`config.mk`:
```
export PLATFORM = sky130hd
export DESIGN_NAME = ibuffer_queue
export DESIGN_NICKNAME = d
export VERILOG_FILES = /design/src/rtl/ibuffer_queue.sv
export SDC_FILE = /design/constraint.sdc
export NUM_CORES = 1
export LEC_CHECK = 0
export ABC_AREA = 0
export CAP_MARGIN = 20
export CORE_ASPECT_RATIO = 0.6
export CORE_MARGIN = 1
export CORE_UTILIZATION = 55
export DETAILED_ROUTE_END_ITERATION = 12
export HOLD_SLACK_MARGIN = 0.05
export PLACE_DENSITY_LB_ADDON = 0.25
export SYNTH_ARGS = -nofsm -noshare
export SYNTH_HDL_FRONTEND = slang
export SYNTH_SLANG_ARGS = --single-unit
```
`constraint.sdc`:
```
create_clock -name clock -period 14.4 [get_ports clock]
set_clock_uncertainty 0.05 [all_clocks]
set_input_delay 4.32 -clock clock [delete_from_list [all_inputs] [get_ports clock]]
set_output_delay 4.32 -clock clock [all_outputs]
set_load 0.02 [all_outputs]
```
`src/rtl/ibuffer_queue.sv`:
```
// Instruction buffer: circular FIFO between fetch and the control block.
// Define IBUFFER_BYPASS_EN to forward an enqueue straight to the outputs when the queue is empty.
module ibuffer_queue #(
  parameter int unsigned INST_W = 32,
  parameter int unsigned PC_W   = 48,
  parameter int unsigned DEPTH  = 8
) (
  input  logic                     clock,
  input  logic                     reset,
  input  logic                     flush,
  input  logic                     fetch_valid,
  output logic                     fetch_ready,
  input  logic [INST_W-1:0]        fetch_inst,
  input  logic [PC_W-1:0]          fetch_pc,
  output logic                     ibuffer_instr_valid,
  input  logic                     ibuffer_instr_ready,
  output logic [INST_W-1:0]        ibuffer_inst_out,
  output logic [PC_W-1:0]          ibuffer_pc_out,
  output logic [$clog2(DEPTH):0]   ibuffer_count
);

  localparam int unsigned AddrW = $clog2(DEPTH);
  localparam int unsigned PtrW  = AddrW + 1;

  logic [PtrW-1:0]   wr_ptr_q, rd_ptr_q;
  logic [PtrW-1:0]   count;
  logic [AddrW-1:0]  wr_idx, rd_idx;
  logic              empty, full;
  logic              head_valid, bypass_sel;
  logic              enq, deq;

  logic [INST_W-1:0] inst_mem [DEPTH];
  logic [PC_W-1:0]   pc_mem   [DEPTH];

  // Pointer MSB distinguishes full from empty, so the difference spans 0..DEPTH.
  assign count  = wr_ptr_q - rd_ptr_q;
  assign wr_idx = wr_ptr_q[AddrW-1:0];
  assign rd_idx = rd_ptr_q[AddrW-1:0];
  assign empty  = (count == '0);
  assign full   = (count == PtrW'(DEPTH));

  assign fetch_ready = !full && !flush;
  assign head_valid  = !empty && !flush && !reset;

`ifdef IBUFFER_BYPASS_EN
  assign bypass_sel = empty && fetch_valid && !flush && !reset;
`else
  assign bypass_sel = 1'b0;
`endif

  assign ibuffer_instr_valid = head_valid || bypass_sel;
  assign ibuffer_count       = reset ? '0 : count;

  // A bypassed entry that is consumed in the same cycle never touches storage.
  assign enq = fetch_valid && fetch_ready && !reset && !(bypass_sel && ibuffer_instr_ready);
  assign deq = head_valid && ibuffer_instr_ready;

  always_comb begin
    ibuffer_inst_out = '0;
    ibuffer_pc_out   = '0;
    if (reset) begin
      ibuffer_inst_out = '0;
      ibuffer_pc_out   = '0;
    end else if (bypass_sel) begin
      ibuffer_inst_out = fetch_inst;
      ibuffer_pc_out   = fetch_pc;
    end else if (!empty) begin
      ibuffer_inst_out = inst_mem[rd_idx];
      ibuffer_pc_out   = pc_mem[rd_idx];
    end
  end

  always_ff @(posedge clock) begin
    if (reset || flush) begin
      wr_ptr_q <= '0;
      rd_ptr_q <= '0;
    end else begin
      wr_ptr_q <= wr_ptr_q + PtrW'(enq);
      rd_ptr_q <= rd_ptr_q + PtrW'(deq);
    end
  end

  always_ff @(posedge clock) begin
    if (enq) begin
      inst_mem[wr_idx] <= fetch_inst;
      pc_mem[wr_idx]   <= fetch_pc;
    end
  end

endmodule

```
==> results.json, run 1 <==
{
  "status": "completed",
  "netlist.area_leader.share_pct": 77.4,
  "power.density_nw_per_um2": 122,
  "synthToLayoutAreaGrowth_pct": 15.8,
  "nets": 1458,
  "slew_viol_final": 0,
  "rsz0062_at_grt": "no",
  "dr.pass1.iters": 5,
  "place_inst": 1887,
  "ys_seq_area_share_pct": 78.1,
  "timing.fmax_ghz": 0.0922,
  "cts_resized": 0,
  "clk_pin_slew_ns": 0.06,
  "syn_nets": 1270,
  "netlist_instances": 1177,
  "rows": 59,
  "wirelength_um": 49600,
  "finalHoldViolCount": 0,
  "vias": 11860,
  "grt_pass1_wl_um": 76200,
  "cts_root_buffer": "clkbuf_16",
  "gp_congestion": 0.731,
  "grt_pass1_vias": 12539,
  "hold_buffers": 0,
  "worst-slew-pin-transition_ns": 1.06,
  "synth_edf_count": 640,
  "syn_avg_cell_area_um2": 21.1,
  "dr.max_layer_used": "met5",
  "drive_gt1_share_pct": 19.7,
  "cts_buffers": 55,
  "num-fill-cells": 2891,
  "synth_warnings": 0,
  "clock_path_buffers": 3,
  "cp_max_fo": 57,
  "ir_worst_vdd_uv": 122,
  "die_w_um": 276,
  "hold_path.class": "flip-flop to flip-flop",
  "synthFlopType": "edfxtp_1",
  "maxSlewHeadroom_pct": 29.2,
  "die_area_um2": 46000,
  "worstSetupEndpointType": "output pin",
  "core_region_area_um2": 43900,
  "fin_crit_ns": 10.85,
  "via_per_inst": 5.97,
  "io_buffer_count": 170,
  "start_util_pct": 56.5,
  "yosys_register_bits": 648,
  "path_class": "primary input to output pin",
  "io_pins": 171,
  "post_cts_buffers": 0,
  "track_usage_pct": 22.1,
  "yosys.cell_types.count": 30,
  "async_flop_share_pct": 0,
  "setup_tns_ns": 0,
  "hold_slack_ns": 0.544,
  "leakagePower_nw": 8.82,
  "drtAntennaViolNets": 0,
  "wl_met1_um": 21200,
  "post_dp_cell_area_um2": 27100,
  "period_share_pct": 75.4,
  "critPathLaunchType": "primary input",
  "stdcell_area_um2": 28700,
  "synthTopCellsByArea": "edfxtp_1 77%, mux4_2 15%, nand2_1 2.5%",
  "cts_tree": "built",
  "place_ws_ns": 3.58,
  "grt_max_degree": 115,
  "wl_met3_um": 2950,
  "setup_ws_ns": 3.55,
  "grt-ovfl-total": 0,
  "die_h_um": 167,
  "wl_per_cell_um": 25.0,
  "required_ns": 10.03,
  "yosys-top-cells-count": "640 x edfxtp_1, 166 x nand2_1, 160 x mux4_2",
  "yosysMostFrequentCell": "edfxtp_1",
  "cts_sinks": 648,
  "drv_cap": 0,
  "setup_violations": 0,
  "layoutNonFillerInstCount": 1986,
  "antenna_found_initial": 5,
  "dpl.hpwl_um": 26000,
  "yosysTopAreaCell": "edfxtp_1",
  "clk_latency_ns": 0.57,
  "syn_area_um2": 24800,
  "drc_errors": 0,
  "drt_iter0_markers": 1158,
  "arrival_ns": 6.48,
  "h-tree-depth": 2,
  "routed-wl-met2_um": 24600
}
==> path summary, 6_finish.rpt <==
path / start / to / slack, ns / depth (start not counted)
worst min-delay path: wr_ptr_q[3]$_SDFF_PP0_ / wr_ptr_q[3]$_SDFF_PP0_ / 0.54 / 2
worst min register to register: wr_ptr_q[3]$_SDFF_PP0_ / wr_ptr_q[3]$_SDFF_PP0_ / 0.54 / 2
worst max register to register: rd_ptr_q[1]$_SDFF_PP0_ / pc_mem[0][1]$_DFFE_PP_ / 9.69 / 8
worst max-delay path: reset / ibuffer_inst_out[24] / 3.55 / 6
==> critical path: stages <==
cell and delay [ns]:
clkdlybuf4s50_1 0.59, inv_1 0.11, o31ai_4 0.07, buf_4 0.59, a21oi_1 0.11, clkdlybuf4s50_1 0.59
==> flip-flops by register name (all words and copies together) (netlist names) <==
name	flops
pc_mem	384
inst_mem	256
rd_ptr_q	4
wr_ptr_q	4
==> per-layer routing <==
layer  vias to the layer above  global-route usage, %
met2                       360                   36.1
li1                       5158                      -
met3                        66                   3.94
met4                         4                   5.15
met5                         -                      0
met1                      6272                   31.7
==> cell families after synthesis <==
kind of cell,Yosys count,synth area share (%)
adders and majority gates,8,0.434
DFF,648,78.1
and+or+nand+nor,203,3.31
AOI/OAI and AO/OA,84,1.90
buffers and inverters,67,1.51
muxes,160,14.5
xor gates and xnor gates,7,0.247
==> stage by stage <==
step	power [mW]	util [%]
after floorplan	2.15	-
after global placement	2.20	61.8
after detailed placement	2.20	61.8
after CTS	3.54	65.4
after global routing	3.62	65.4
final	3.51	65.4
==> power breakdown <==
| part | total (mW) | leakage (nW) | switching [mW] | internal (mW) |
|---|---|---|---|---|
| clock network | 1.35 | 0.794 | 0.619 | 0.733 |
| logic | 0.0788 | 2.19 | 0.0435 | 0.0353 |
| registers | 2.08 | 5.83 | 0.00202 | 2.08 |
==> final cells by class <==
class / instances / area (um^2) / share of cell area [%]
antenna: 4 / 10.0 / 0.0348
clock buffer: 68 / 1470 / 5.11
clock inverter: 27 / 140 / 0.487
inverter: 5 / 20.0 / 0.0696
multi-input combinational: 462 / 5110 / 17.8
sequential: 648 / 19400 / 67.5
tap: 579 / 724 / 2.52
timing repair buffer: 193 / 1890 / 6.56
==> cells in the final DEF, fill, tap and decap left out <==
cell type | netlist | routed
nor2_1 | 12 | 12
and2_1 | 4 | 4
dfxtp_1 | 8 | 5
nand3b_1 | 2 | 2
inv_1 | 4 | 4
ha_1 | 7 | 7
or2_2 | 1 | 1
clkinv_1 | 0 | 16
nand2_1 | 166 | 166
xnor2_1 | 4 | 4
buf_4 | 12 | 22
a21oi_2 | 9 | 9
or3_1 | 1 | 1
buf_12 | 0 | 1
a21oi_1 | 74 | 74
clkbuf_1 | 26 | 11
xor2_1 | 3 | 3
nor3_2 | 1 | 7
nor4_2 | 0 | 2
edfxtp_1 | 640 | 640
dfxtp_4 | 0 | 3
mux4_2 | 160 | 160
nand3_1 | 3 | 3
diode_2 | 0 | 4
nor2b_1 | 1 | 1
clkbuf_16 | 0 | 57
and3_1 | 1 | 1
fa_1 | 1 | 1
and3_4 | 1 | 1
clkinv_2 | 0 | 11
bufinv_16 | 0 | 1
o31ai_4 | 1 | 1
nor3_1 | 8 | 2
clkdlybuf4s50_1 | 0 | 170
No activity file was read; power rests on OpenSTA's default activity.
==> inputs of run 2 (changes only) <==
- clock period: 14.4 -> 10.5 ns (I/O delays scaled with it)
==> run 2 against run 1 <==
Register-to-register slack worse by 4.1 ns. Sequential share of layout area is 0.28 points lower. Cell count is 0.20% higher. Clock power is 44% higher. Via count is 0.62% higher. Count of clock-buffer cells in the layout is 2 higher. Setup slack worse by 1.8 ns. Utilization is 0.27 points higher. Combinational power is 38% higher. Largest cell class unchanged. Highest routed layer unchanged.
==> results.json, run 2 (synthesis results as in run 1) <==
{
  "timing.fmax_ghz": 0.115,
  "drtAntennaViolNets": 0,
  "io_pins": 171,
  "synthToLayoutAreaGrowth_pct": 16.3,
  "hold_buffers": 0,
  "regMostFlops": "pc_mem",
  "drive_gt1_share_pct": 20.1,
  "vias": 11934,
  "cts_resized": 0,
  "h-tree-depth": 2,
  "reg_top3": "pc_mem (384), inst_mem (256)",
  "largest_reg_flops": 384,
  "drt_iter0_markers": 1107,
  "antenna_found_initial": 4,
  "cpPeakStageDelay_ns": 0.96,
  "cp_max_fo": 40,
  "fin_crit_ns": 8.70,
  "crit_slowest_cell": "o31ai_4",
  "finalHoldViolCount": 0,
  "arrival_ns": 5.50,
  "rows": 59,
  "clock_path_buffers": 3,
  "layout_commonest_cell": "edfxtp_1",
  "track_usage_pct": 22.7,
  "maxSlewHeadroom_pct": 28.7,
  "ir_worst_vdd_uv": 152,
  "nets": 1461,
  "cts_buffers": 55,
  "setup_violations": 0,
  "cts_sinks": 648,
  "required_ns": 7.30,
  "die_h_um": 167,
  "rsz0062_at_grt": "no",
  "via_per_inst": 6.00,
  "post_cts_buffers": 0,
  "hold_path.class": "flip-flop to flip-flop",
  "path_class": "flip-flop to output pin",
  "period_share_pct": 82.9,
  "hold_slack_ns": 0.537,
  "leakagePower_nw": 8.88,
  "most-common-layout-cells": "640 x edfxtp_1, 170 x clkdlybuf4s50_1, 166 x nand2_1, 160 x mux4_2, 74 x a21oi_1",
  "hold_depth": 2,
  "setup_tns_ns": 0,
  "wirelength_um": 50900,
  "clk_pin_slew_ns": 0.06,
  "core_region_area_um2": 43900,
  "grt_max_degree": 61,
  "slew_viol_final": 0,
  "die_area_um2": 46000,
  "wl_per_cell_um": 25.6,
  "start_util_pct": 56.5,
  "multi_input_area_um2": 5110,
  "grt_pass1_vias": 12317,
  "grt-ovfl-total": 0,
  "die_w_um": 276,
  "critPathLaunchType": "flip-flop",
  "worstSetupEndpointType": "output pin",
  "status": "completed",
  "clk_latency_ns": 0.58,
  "power.density_nw_per_um2": 170,
  "grt_pass1_wl_um": 77500,
  "dr.pass1.iters": 5,
  "io_buffer_count": 170,
  "seq_area_um2": 19400,
  "worst-slew-pin-transition_ns": 1.07,
  "drv_cap": 0,
  "reg2reg_depth": 8,
  "cts_root_buffer": "clkbuf_16",
  "dpl.hpwl_um": 26900,
  "gp_congestion": 0.721,
  "cts_tree": "built",
  "path_cells": "clkinv_2, fa_1, xnor2_1, nand3b_1, o31ai_4, buf_4, a21oi_1, clkdlybuf4s50_1",
  "num-fill-cells": 2794,
  "drc_errors": 0
}
==> run 2: power by group <==
group,internal [mW],switching [mW],total [mW],leakage (nW)
Combinational,0.0485,0.0607,0.109,2.21
Sequential,2.85,0.00263,2.85,5.83
Clock,1.09,0.863,1.95,0.834
==> run 2: per-layer routing <==
| layer | vias to the layer above | global-route usage, % | share of wire [%] |
|---|---|---|---|
| li1 | 5165 | - | - |
| met1 | 6298 | 32.6 | 42 |
| met2 | 396 | 36.7 | 50 |
| met3 | 73 | 4.24 | 6.5 |
| met4 | 2 | 5.15 | 1.8 |
| met5 | - | 0 | 0.026 |
==> run 2: through the flow <==
| step | util (%) | cell area [um^2] | power (mW) | setup slack [ns] | instances |
|---|---|---|---|---|---|
| after floorplan | - | 24800 | 2.94 | -1.36 | 1177 |
| after global placement | 61.8 | 27100 | 3.01 | 2.00 | 1889 |
| after detailed placement | 61.8 | 27100 | 3.02 | 1.87 | 1889 |
| after CTS | 65.6 | 28800 | 4.94 | 1.74 | 1987 |
| after global routing | 65.7 | 28900 | 5.05 | 1.52 | 1989 |
| final | 65.7 | 28900 | 4.91 | 1.80 | 1990 |
==> run 2: layout make-up <==
class,count,area share [%]
sequential,648,67.2
multi-input combinational,462,17.7
timing repair buffer,196,6.64
clock buffer,70,5.11
tap,579,2.51
clock inverter,28,0.785
inverter,5,0.0694
antenna,2,0.0173
==> run 2: worst paths after layout <==
path	from	slack (ns)	to
min reg2reg	rd_ptr_q[3]$_SDFF_PP0_	0.54	rd_ptr_q[3]$_SDFF_PP0_
max	rd_ptr_q[1]$_SDFF_PP0_	1.80	ibuffer_pc_out[5]
min	rd_ptr_q[3]$_SDFF_PP0_	0.54	rd_ptr_q[3]$_SDFF_PP0_
max reg2reg	rd_ptr_q[1]$_SDFF_PP0_	5.64	pc_mem[6][36]$_DFFE_PP_
==> run 2: critical path, delay by kind of cell, from the launching register on <==
family,cells,cell delay [ns]
flip-flops,1,0.60
buffers and inverters,3,1.96
adder cells (fa/ha/maj),1,0.74
AO/OA/AOI/OAI,2,1.08
XOR/XNOR,1,0.24
AND/OR/NAND/NOR,1,0.21
